**src/rtl/sdram_arbit.sv**
```systemverilog
// sdram_arbit: command arbiter and auto-refresh scheduler for the SDRAM
// controller. Passes the init sequence through until init completes, then
// grants the SDRAM bus to one source at a time (refresh > write > read) and
// registers the selected command/address/data onto the device pins.
module sdram_arbit #(
  parameter int unsigned REF_PERIOD = 1280
) (
  input  logic        sclk,
  input  logic        srst,
  // init source
  input  logic        init_end,
  input  logic [3:0]  init_cmd,
  input  logic [10:0] init_addr,
  input  logic [1:0]  init_ba,
  // auto-refresh source
  output logic        aref_en,
  input  logic        aref_end,
  input  logic [3:0]  aref_cmd,
  input  logic [10:0] aref_addr,
  output logic        ref_pending,
  output logic        ref_overrun,
  // write source
  input  logic        wr_req,
  output logic        wr_en,
  input  logic        wr_end,
  input  logic [3:0]  wr_cmd,
  input  logic [10:0] wr_addr,
  input  logic [1:0]  wr_ba,
  input  logic [31:0] wr_data,
  // read source
  input  logic        rd_req,
  output logic        rd_en,
  input  logic        rd_end,
  input  logic [3:0]  rd_cmd,
  input  logic [10:0] rd_addr,
  input  logic [1:0]  rd_ba,
  // SDRAM pins
  output logic        sdram_cke,
  output logic        sdram_cs_n,
  output logic        sdram_ras_n,
  output logic        sdram_cas_n,
  output logic        sdram_we_n,
  output logic [10:0] sdram_addr,
  output logic [1:0]  sdram_ba,
  output logic [3:0]  sdram_dqm,
  output logic [31:0] sdram_dq_out,
  output logic        sdram_dq_oe
);

  typedef enum logic [2:0] {
    ST_INIT  = 3'd0,
    ST_ARB   = 3'd1,
    ST_AREF  = 3'd2,
    ST_WRITE = 3'd3,
    ST_READ  = 3'd4
  } state_t;

  localparam logic [3:0]  CMD_NOP  = 4'b0111;
  localparam logic [15:0] REF_LAST = 16'(REF_PERIOD - 32'd1);

  state_t      state_r;
  state_t      next_state_s;
  logic [15:0] ref_timer_r;
  logic        wrap_s;
  logic        grant_aref_s;
  logic [3:0]  cmd_s;
  logic [10:0] addr_s;
  logic [1:0]  ba_s;
  logic [31:0] dq_out_s;
  logic        dq_oe_s;

  // The timer only runs once init is done; its terminal count is a refresh request.
  assign wrap_s       = (state_r != ST_INIT) && (ref_timer_r == REF_LAST);
  assign grant_aref_s = (state_r == ST_ARB) && (next_state_s == ST_AREF);

  // Next-state selection and the source mux feeding the pin registers.
  always_comb begin
    next_state_s = state_r;
    cmd_s        = CMD_NOP;
    addr_s       = 11'd0;
    ba_s         = 2'd0;
    case (state_r)
      ST_INIT: begin
        cmd_s  = init_cmd;
        addr_s = init_addr;
        ba_s   = init_ba;
        if (init_end) next_state_s = ST_ARB;
        else          next_state_s = ST_INIT;
      end
      ST_ARB: begin
        if (ref_pending)  next_state_s = ST_AREF;
        else if (wr_req)  next_state_s = ST_WRITE;
        else if (rd_req)  next_state_s = ST_READ;
        else              next_state_s = ST_ARB;
      end
      ST_AREF: begin
        cmd_s  = aref_cmd;
        addr_s = aref_addr;
        if (aref_end) next_state_s = ST_ARB;
        else          next_state_s = ST_AREF;
      end
      ST_WRITE: begin
        cmd_s  = wr_cmd;
        addr_s = wr_addr;
        ba_s   = wr_ba;
        if (wr_end) next_state_s = ST_ARB;
        else        next_state_s = ST_WRITE;
      end
      ST_READ: begin
        cmd_s  = rd_cmd;
        addr_s = rd_addr;
        ba_s   = rd_ba;
        if (rd_end) next_state_s = ST_ARB;
        else        next_state_s = ST_READ;
      end
      default: begin
        next_state_s = ST_INIT;
      end
    endcase
  end

  // Write data is driven onto the pad only while the write source owns the bus.
  always_comb begin
    dq_out_s = 32'd0;
    dq_oe_s  = 1'b0;
    if (state_r == ST_WRITE) begin
      dq_out_s = wr_data;
      dq_oe_s  = 1'b1;
    end else begin
      dq_out_s = 32'd0;
      dq_oe_s  = 1'b0;
    end
  end

  // Arbiter state register.
  always_ff @(posedge sclk or posedge srst) begin
    if (srst) state_r <= ST_INIT;
    else      state_r <= next_state_s;
  end

  // Refresh interval timer: held in INIT, wraps at the end of each period.
  always_ff @(posedge sclk or posedge srst) begin
    if (srst)                   ref_timer_r <= 16'd0;
    else if (state_r == ST_INIT) ref_timer_r <= 16'd0;
    else if (wrap_s)            ref_timer_r <= 16'd0;
    else                        ref_timer_r <= ref_timer_r + 16'd1;
  end

  // Refresh request and sticky overrun; a wrap coinciding with the grant is a fresh request.
  always_ff @(posedge sclk or posedge srst) begin
    if (srst) begin
      ref_pending <= 1'b0;
      ref_overrun <= 1'b0;
    end else begin
      if (wrap_s)            ref_pending <= 1'b1;
      else if (grant_aref_s) ref_pending <= 1'b0;
      else                   ref_pending <= ref_pending;
      if (wrap_s && ref_pending && !grant_aref_s) ref_overrun <= 1'b1;
      else                                        ref_overrun <= ref_overrun;
    end
  end

  // One-cycle grant pulses marking the first cycle of each granted state.
  always_ff @(posedge sclk or posedge srst) begin
    if (srst) begin
      aref_en <= 1'b0;
      wr_en   <= 1'b0;
      rd_en   <= 1'b0;
    end else begin
      aref_en <= grant_aref_s;
      wr_en   <= (state_r == ST_ARB) && (next_state_s == ST_WRITE);
      rd_en   <= (state_r == ST_ARB) && (next_state_s == ST_READ);
    end
  end

  // Registered SDRAM pins, one cycle behind the selected source.
  always_ff @(posedge sclk or posedge srst) begin
    if (srst) begin
      sdram_cke    <= 1'b1;
      {sdram_cs_n, sdram_ras_n, sdram_cas_n, sdram_we_n} <= CMD_NOP;
      sdram_addr   <= 11'd0;
      sdram_ba     <= 2'd0;
      sdram_dqm    <= 4'd0;
      sdram_dq_out <= 32'd0;
      sdram_dq_oe  <= 1'b0;
    end else begin
      sdram_cke    <= 1'b1;
      {sdram_cs_n, sdram_ras_n, sdram_cas_n, sdram_we_n} <= cmd_s;
      sdram_addr   <= addr_s;
      sdram_ba     <= ba_s;
      sdram_dqm    <= 4'd0;
      sdram_dq_out <= dq_out_s;
      sdram_dq_oe  <= dq_oe_s;
    end
  end

endmodule

```
**config.mk**
```make
export PLATFORM = sky130hd
export DESIGN_NAME = sdram_arbit
export DESIGN_NICKNAME = d
export VERILOG_FILES = /design/src/rtl/sdram_arbit.sv
export SDC_FILE = /design/constraint.sdc
export NUM_CORES = 1
export LEC_CHECK = 0
export ABC_AREA = 1
export BUFFER_PORTS_ARGS = -buffer_cell sky130_fd_sc_hd__clkbuf_2
export CAP_MARGIN = 40
export CORE_MARGIN = 2
export CORE_UTILIZATION = 47
export DETAILED_ROUTE_END_ITERATION = 16
export GPL_ROUTABILITY_DRIVEN = 1
export MAX_ROUTING_LAYER = met4
export PLACE_DENSITY = 0.88
export SYNTH_ARGS = -nofsm -noshare
export SYNTH_HDL_FRONTEND = slang
export SYNTH_SLANG_ARGS = --single-unit
```
**constraint.sdc**
```tcl
create_clock -name sclk -period 2.7 [get_ports sclk]
set_clock_uncertainty 0.05 [all_clocks]
set_input_delay 0.54 -clock sclk [delete_from_list [all_inputs] [get_ports sclk]]
set_output_delay 0.54 -clock sclk [all_outputs]
set_load 0.02 [all_outputs]
```
Yosys cells after proc, flatten, opt, wreduce, memory -nomap -nowiden
Cells that the tools add are included.
Widths: inputs -> output; s select.

operators by class
  add/subtract/negate cells = 1
  equal/unequal tests = 8
  mux-type cells = 17
  reductions and logical operators = 10

operators with widths
  kind                   count
  $pmux 11 s4            1
  $mux 16                2
  $mux 32                1
  $add 16x1->16 const B  1
  $eq 16x11->1 const B   1
  $pmux 4 s4             1
  $pmux 3 s5             1
  $eq 3x2->1 const B     4
  $mux 3                 4
  $eq 3x3->1 const B     2
  $logic_and 1x1->1      6
  $pmux 2 s3             1
  $mux 1                 4
  $mux 2                 2
  $eq 3x1->1 const B     1
  $logic_not 3->1        1
  $reduce_bool 3->1      1
  $reduce_bool 2->1      1
  $logic_not 1->1        1

word-level totals
  bits in registers = 74
  input port bits = 106
  output and inout port bits = 60

Logic depth before layout (Yosys ltp)
Gate-level depths: netlist of run 1.

  depth after elaboration = 8
  depth in mapped cells = 9
  depth with buffers taken out = 9

Worst setup path before layout of run 1
No wires, ideal clock.

  path type = reg2reg
  from = register ref_timer_r[0]
  to = register ref_timer_r[8]
  library setup time = 0.119 ns
  arrival time = 1.132 ns
  required time = 2.531 ns
  path slack = 1.399 ns
  cell stages (with the launch flop) = 7
  buffers on the path = 0
  clock period less this slack = 1.301 ns
  cells stage by stage = dfrtp_1 ha_1 nand3_1 nor2_2 nand3_2 nand2_1 nor2_1

between the ends
  cells in the longest elaborated chain, start to end = 4
  elaborated cells on any way between the ends = 5

ends and longest elaborated chain
  element                                                                line  RTL
  start: declaration                                                     63    logic [15:0] ref_timer_r;
  start signal: assignment                                               146   else ref_timer_r <= ref_timer_r + 16'd1;
  parallel branches: the longest is 2 deep, another holds $add 16x1->16  n/a
  $mux 16 *                                                              145   else if (wrap_s) ref_timer_r <= 16'd0;
  $mux 16 *                                                              144   else if (state_r == ST_INIT) ref_timer_r <= 16'd0;

Every way passes the cells marked *.
A chain may end at the register's enable or synchronous reset.

Worst setup path after layout of run 1
  from = register sdram_cas_n
  to = output sdram_cas_n

RTL lines
  element                   line  RTL
  start: declaration        41    output logic sdram_cas_n,
  start signal: assignment  188   {sdram_cs_n, sdram_ras_n, sdram_cas_n, sdram_we_n} <= cmd_s;

No word-level cell between the ends.

==> results of run 1 <==
-- power by group through the flow --
stage	combinational, mW	sequential, mW	clock (mW)
after floorplan	0.869	1.79	0
after global placement	1.50	1.50	0
after detailed placement	1.53	1.52	0
after CTS	1.53	1.50	1.02
after global routing	1.66	1.52	1.07
final	1.51	1.49	0.999
-- cell type report --
cell class	instances	area share (%)
multi-input cells	241	28.9
clock buffers	9	2.68
inverters	67	5.55
clock inverters	5	2.27
well taps	99	2.68
repair buffers	161	17.8
flip-flops and latches	74	40.2
-- metrics by stage --
step / hold slack [ns] / cells
5_1_grt: 0.241 / 656
3_5_place_dp: 0.404 / 642
6_report: 0.205 / 656
2_1_floorplan: 0.458 / 395
3_3_place_gp: 0.405 / 642
4_1_cts: 0.207 / 656
-- per-layer routing --
layer / global-route usage, % / wire length [um] / vias to the layer above / share of wire [%]
li1: - / - / 1494 / -
met1: 25.6 / 3350 / 1446 / 40
met2: 37.7 / 4350 / 130 / 52
met3: 6.64 / 554 / 19 / 6.6
met4: 6.94 / 144 / 0 / 1.7
met5: - / 0 / - / 0
-- how the worst min path moves through the flow --
stage / cells past startpoint / start / slack (ns) / end
after floorplan: 2 / ref_timer_r[0] / 0.46 / ref_timer_r[0]
after global placement: 2 / ref_overrun / 0.40 / ref_overrun
after detailed placement: 2 / ref_overrun / 0.40 / ref_overrun
after CTS: 2 / srst / 0.21 / sdram_dq_out[9]
after global routing: 2 / srst / 0.24 / sdram_dq_out[9]
final: 2 / srst / 0.21 / sdram_dq_out[28]
-- cells in the mapped netlist --
master    count
dfrtp_1      71
nor2_8        1
nand2_4       2
nor2_4       33
o211ai_1      1
nor3_1        3
nor2_2        3
conb_1        2
o21bai_1      2
inv_6         1
dfstp_2       3
xor2_1        3
nand3b_1      1
buf_12        3
nand2_1     108
nor3b_2       1
buf_4         9
nand4_1      16
a21oi_1       6
buf_6         1
o21ai_0       2
inv_2         4
nand3_1      19
ha_1          1
nand3_2       1
nor2_1       30
inv_1        62
or2_2         1
xnor2_1       2
-- state kept, by name, indices dropped and copies added, names as in the netlist, 2 cells and up --
name and flops:
ref_timer_r 16, sdram_addr 11, sdram_ba 2, sdram_dq_out 32
state_r 3
-- cell families (layout without fill, tap and decap cells) --
group	Yosys count	in the layout	share of synthesized area [%]
adder cells (fa/ha/maj)	1	1	0.350
buffers and inverters	80	242	11.1
XOR/XNOR	5	5	1.23
other	2	5	0.210
AO/OA/AOI/OAI	11	11	1.75
AND/OR/NAND/NOR	219	219	33.5
flip-flops	74	74	51.9
==> summary.md, run 1 <==
Synthesis
* 392 — cell count after synthesis
* 74 — register bit count reported by yosys
* dfrtp_1 — biggest area consumer among synthesized cells
* 0 — Ys Warns
* 51.9% — fraction of the yosys area taken by sequential cells
* 9.12 um2 — mean cell area of the mapped netlist
* 29 — synth unique cells
* dfrtp_1, nand2_1, nor2_4, inv_1, nor2_1 — dominant cells by area after synthesis
* 49.7% — top cell type's share of synthesized area
* 0.00357 mm2 — area of the mapped netlist

Critical path
* state_r[2] — worst flop-to-flop path startpoint
* sdram_cas_n — source of the critical timing path
* dfstp_2 — slowest cell on the critical path
* 1.02 ns — arrival time of the worst setup path
* 2.11 ns — Crit path required time
* 5 — Worst Reg2Reg Path Length in Cells
* 1 — worst path buffer plus inverter count
* clkbuf_2 — Cell Chain, Critical Path
* flip-flop — critical path launch point type
* flip-flop to primary output — type of the worst setup path
* sdram_cas_n — capture point of the worst path
* state_r[1] — r2r endpoint
* 1.10 ns — Worst R2R Setup Slack
* 1 — Critical Path Fanout Max
* 0.52 ns — delay of the slowest cell on the worst path
* primary output — kind of capture point of the worst setup path
* 1 — CP Depth
* flip-flops — cell type group with the largest total delay on the critical path

Drt
* 184 — number of DRC violations after detailed-routing iteration 0
* 5 — first-pass detailed-route iteration total
* 3089 — total via count in the routed design
* 8390 um — routed wire length
* 4.71 — average vias per placed instance
* 0 — DRC
* 0 — DRT antenna net count
* 12.8 um — wire length per cell

Power
* 38.8% — switch share
* 37.8% — share of total power in combinational logic
* 24.9% — clock network fraction of design power
* 424 uV — peak supply drop
* 2.45 mW — Pint
* 2.59 nW — leakage
* 37.3% — sequential group share of total power
* 4.01 mW — total power
* 867 mW/mm2 — pwr dens
* 1.55 mW — switching power

Placement
* 1.12 ns — worst-case setup slack after placement
* 6500 um — detailed-placement wirelength estimate
* 0.888 — routability cong.
* 160 — number of I/O port buffers
* 0.00439 mm2 — area of placed instances

Run
* 0 — max-cap violation count

Clocking
* 0 — cts hold-fix bufs
* built — TritonCTS clock tree
* 2 — Longest Clk Path Bufs
* 3 — maximum level of the CTS H-tree
* 0 — post-CTS setup buffer count
* 0.08 ns — Reg clk slew, reported paths
* 0.34 ns — Clock Latency Late Sink
* clkbuf_8 — cell at the root of the clock tree
* 0 — number of resized instances in the post-cts repair step
* 9 — cts bufs inserted
* 74 — clock tree sinks

Final layout
* 0.00134 mm2 — footprint of the multi-input gates
* 0.00462 mm2 — post-route standard cell area excluding fillers
* clkbuf_2, nand2_1, dfrtp_1, inv_1, nor2_4 — commonest non-fill, non-tap cells in the layout
* 40.6% — layout cell share with drive strength beyond 1
* 0 — diodes inserted
* 0.00186 mm2 — register area
* 29.3% — Layout area overhead
* clkbuf_2 — commonest non-fill, non-tap cell in the layout
* 661 — NumNets Final
* 63.4% — Util after Layout
* 664 — final-layout fill cell count

STA
* 622 MHz — Achievable Freq
* 0 — Fin. Hold Viols
* 0 — final-report max-slew violation count
* 58.7% — headroom to the max-slew limit
* 0 — endpoints failing setup
* 1.61 ns — minimum clock period
* 59.6% — final critical-path share of the clock period
* 0 ns — Final TNS setup
* 1.09 ns — final setup margin
* false — RSZ-0062 raised after global routing
* 0.618 ns — Worst-Margin Slew

Global route
* 0 — Remaining Overflow, GRT
* 14100 um — first-pass GRT wire length
* 47 — largest net degree at the start of global routing
* 0 — antenna violations before repair
* 3154 — via count of the first global-routing pass
* 22.3% — total track usage

Floorplanning
* 0.00832 mm2 — area of the die
* 0.00729 mm2 — floorplan core area
* 166 — boundary pin count
* 91.2 um — Die Ht
* 91.2 um — Chip Width
* 31 — total number of placement rows
* 49.0% — Initial Util

Hold path
* primary input to asynchronous set/reset pin — worst hold path type

Status
* finished, final reports clean — status

No activity file was read; power rests on OpenSTA's default activity.
==> run 2, diff against run 1 <==
==> constraint.sdc (replaced) <==
create_clock -name sclk -period 1.5 [get_ports sclk]
set_clock_uncertainty 0.05 [all_clocks]
set_input_delay 0.3 -clock sclk [delete_from_list [all_inputs] [get_ports sclk]]
set_output_delay 0.3 -clock sclk [all_outputs]
set_load 0.02 [all_outputs]
==> summary.md, run 2 (synthesis gave the netlist of run 1 again) <==
Clocking
* 0.33 ns — Clock Latency Late Sink, about the same
* clkbuf_8 — cell at the root of the clock tree
* 74 — clock tree sinks, unchanged
* built — TritonCTS clock tree
* 0.08 ns — Reg clk slew, reported paths, about the same
* 3 — maximum level of the CTS H-tree, unchanged
* 9 — cts bufs inserted, unchanged
* 2 — Longest Clk Path Bufs, unchanged

Power
* 902 uV — peak supply drop, +110%
* 1570 mW/mm2 — pwr dens, +81%
* 2.69 nW — leakage, +3.7%

Drt
* 4 — first-pass detailed-route iteration total, -1
* 8580 um — routed wire length, +2.2%
* 4.60 — average vias per placed instance, -2.3%
* 0 — DRC, unchanged
* 12.8 um — wire length per cell, +0.10%
* 3081 — total via count in the routed design, -0.26%
* 154 — number of DRC violations after detailed-routing iteration 0, -16%
* 0 — DRT antenna net count, unchanged

Final layout
* clkbuf_2 — commonest non-fill, non-tap cell in the layout
* 647 — final-layout fill cell count, -2.6%
* 0.00186 mm2 — register area, unchanged
* 66.1% — Util after Layout, +2.7 points
* clkbuf_2, nand2_1, dfrtp_1, inv_1, nor2_4 — commonest non-fill, non-tap cells in the layout
* 0.00482 mm2 — post-route standard cell area excluding fillers, +4.3%
* 34.8% — Layout area overhead
* 42.0% — layout cell share with drive strength beyond 1, +1.5 points
* sdram_dq_out — most flop-heavy register
* 32 — flip-flop count of the largest register after layout, unchanged
* 0.00135 mm2 — footprint of the multi-input gates, +1.3%
* sdram_dq_out (32), ref_timer_r (16), sdram_addr (11) — largest registers in the final layout
* 673 — NumNets Final, +1.8%
* 0 — diodes inserted, unchanged

Critical path
* flip-flop to flip-flop — type of the worst setup path
* 8 — Critical Path Fanout Max, +7
* flip-flops — cell type group with the largest total delay on the critical path
* 1.67 ns — Crit path required time, -0.44 ns
* nor2_4 > a21oi_1 > nand3_4 > nand2_1 > nor2_1 — Cell Chain, Critical Path
* 0 — worst path buffer plus inverter count, -1
* flip-flop — critical path launch point type
* flip-flop — kind of capture point of the worst setup path
* dfrtp_1 — slowest cell on the critical path
* 1.58 ns — arrival time of the worst setup path, +0.56 ns
* 0.51 ns — delay of the slowest cell on the worst path, about the same

Global route
* 46 — largest net degree at the start of global routing, -2.1%
* 0 — antenna violations before repair, unchanged
* 0 — Remaining Overflow, GRT, unchanged
* 3269 — via count of the first global-routing pass, +3.6%
* 22.3% — total track usage, about the same
* 14500 um — first-pass GRT wire length, +2.7%

Placement
* 0.00452 mm2 — area of placed instances, +2.9%
* 160 — number of I/O port buffers, unchanged
* 6770 um — detailed-placement wirelength estimate, +4.1%
* 0.900 — routability cong., +1.4%

Floorplanning
* 49.0% — Initial Util, unchanged
* 0.00729 mm2 — floorplan core area, unchanged
* 91.2 um — Die Ht, unchanged
* 91.2 um — Chip Width, unchanged
* 31 — total number of placement rows, unchanged
* 0.00832 mm2 — area of the die, unchanged
* 166 — boundary pin count, unchanged

STA
* 1.41 ns — minimum clock period
* 0 — final-report max-slew violation count, unchanged
* 94.2% — final critical-path share of the clock period
* 0 — endpoints failing setup, unchanged
* 708 MHz — Achievable Freq
* 0 — Fin. Hold Viols, unchanged

Status
* finished, final reports clean — status

Hold path
* primary input to flip-flop — worst hold path type

Run
* 0 — max-cap violation count, unchanged

run 2: what timing repair did:
action / CTS / global route
gates resized for setup: 0 / 3
endpoints found under the hold margin: 42 / 0
hold buffers: 1 / 0
buffers inserted: 0 / 1
endpoints found under the setup margin: 0 / 12
run 2: routing by layer:
metal | vias to the layer above | wire length, um | global-route usage [%]
met4 | 0 | 178 | 7.70
met1 | 1425 | 3500 | 26.4
met3 | 20 | 539 | 5.15
met5 | - | 0 | -
met2 | 118 | 4360 | 37.5
li1 | 1518 | - | -
run 2: report_power, final:
group | switching [mW] | internal, mW | leakage, nW
logic | 1.92 | 1.05 | 1.58
registers | 0.200 | 2.49 | 0.984
clock network | 0.748 | 1.16 | 0.127
run 2: final timing paths:
kind                                  start               to  slack, ns  cells past startpoint
worst min register to register  ref_overrun      ref_overrun       0.45                      2
min in group asynchronous              srst  ref_timer_r[13]       0.52                      4
worst max-delay path             state_r[0]   ref_timer_r[8]       0.09                      5
worst max register to register   state_r[0]   ref_timer_r[8]       0.09                      5
max in group asynchronous              srst      sdram_ba[0]       0.55                      4
worst min-delay path             wr_data[0]  sdram_dq_out[0]       0.10                      3
run 2: layout make-up:
cell class                 count  area share [%]
clock buffer                  10            2.86
clock inverter                 6            2.34
inverter                      67            5.40
multi-input combinational    241            28.1
sequential                    74            38.5
tap                           99            2.57
timing repair buffer         173            20.3
run 2: metrics by stage:
step                      setup TNS, ns  hold slack, ns  total power [mW]  cells  setup slack, ns
final                                 0           0.103              7.57    670           0.0875
after global routing            -0.0115           0.102              8.03    670         -0.00794
after CTS                             0          0.0877              7.59    669          0.00168
after detailed placement              0           0.330              5.69    652           0.0196
after global placement                0           0.325              5.60    652            0.105
after floorplan                       0           0.346              4.79    395            0.199
run 2: worst min-delay path, delay by kind of cell:
family                 cells  cell delay [ns]
and+or+nand+nor            1             0.04
buffers and inverters      2             0.12
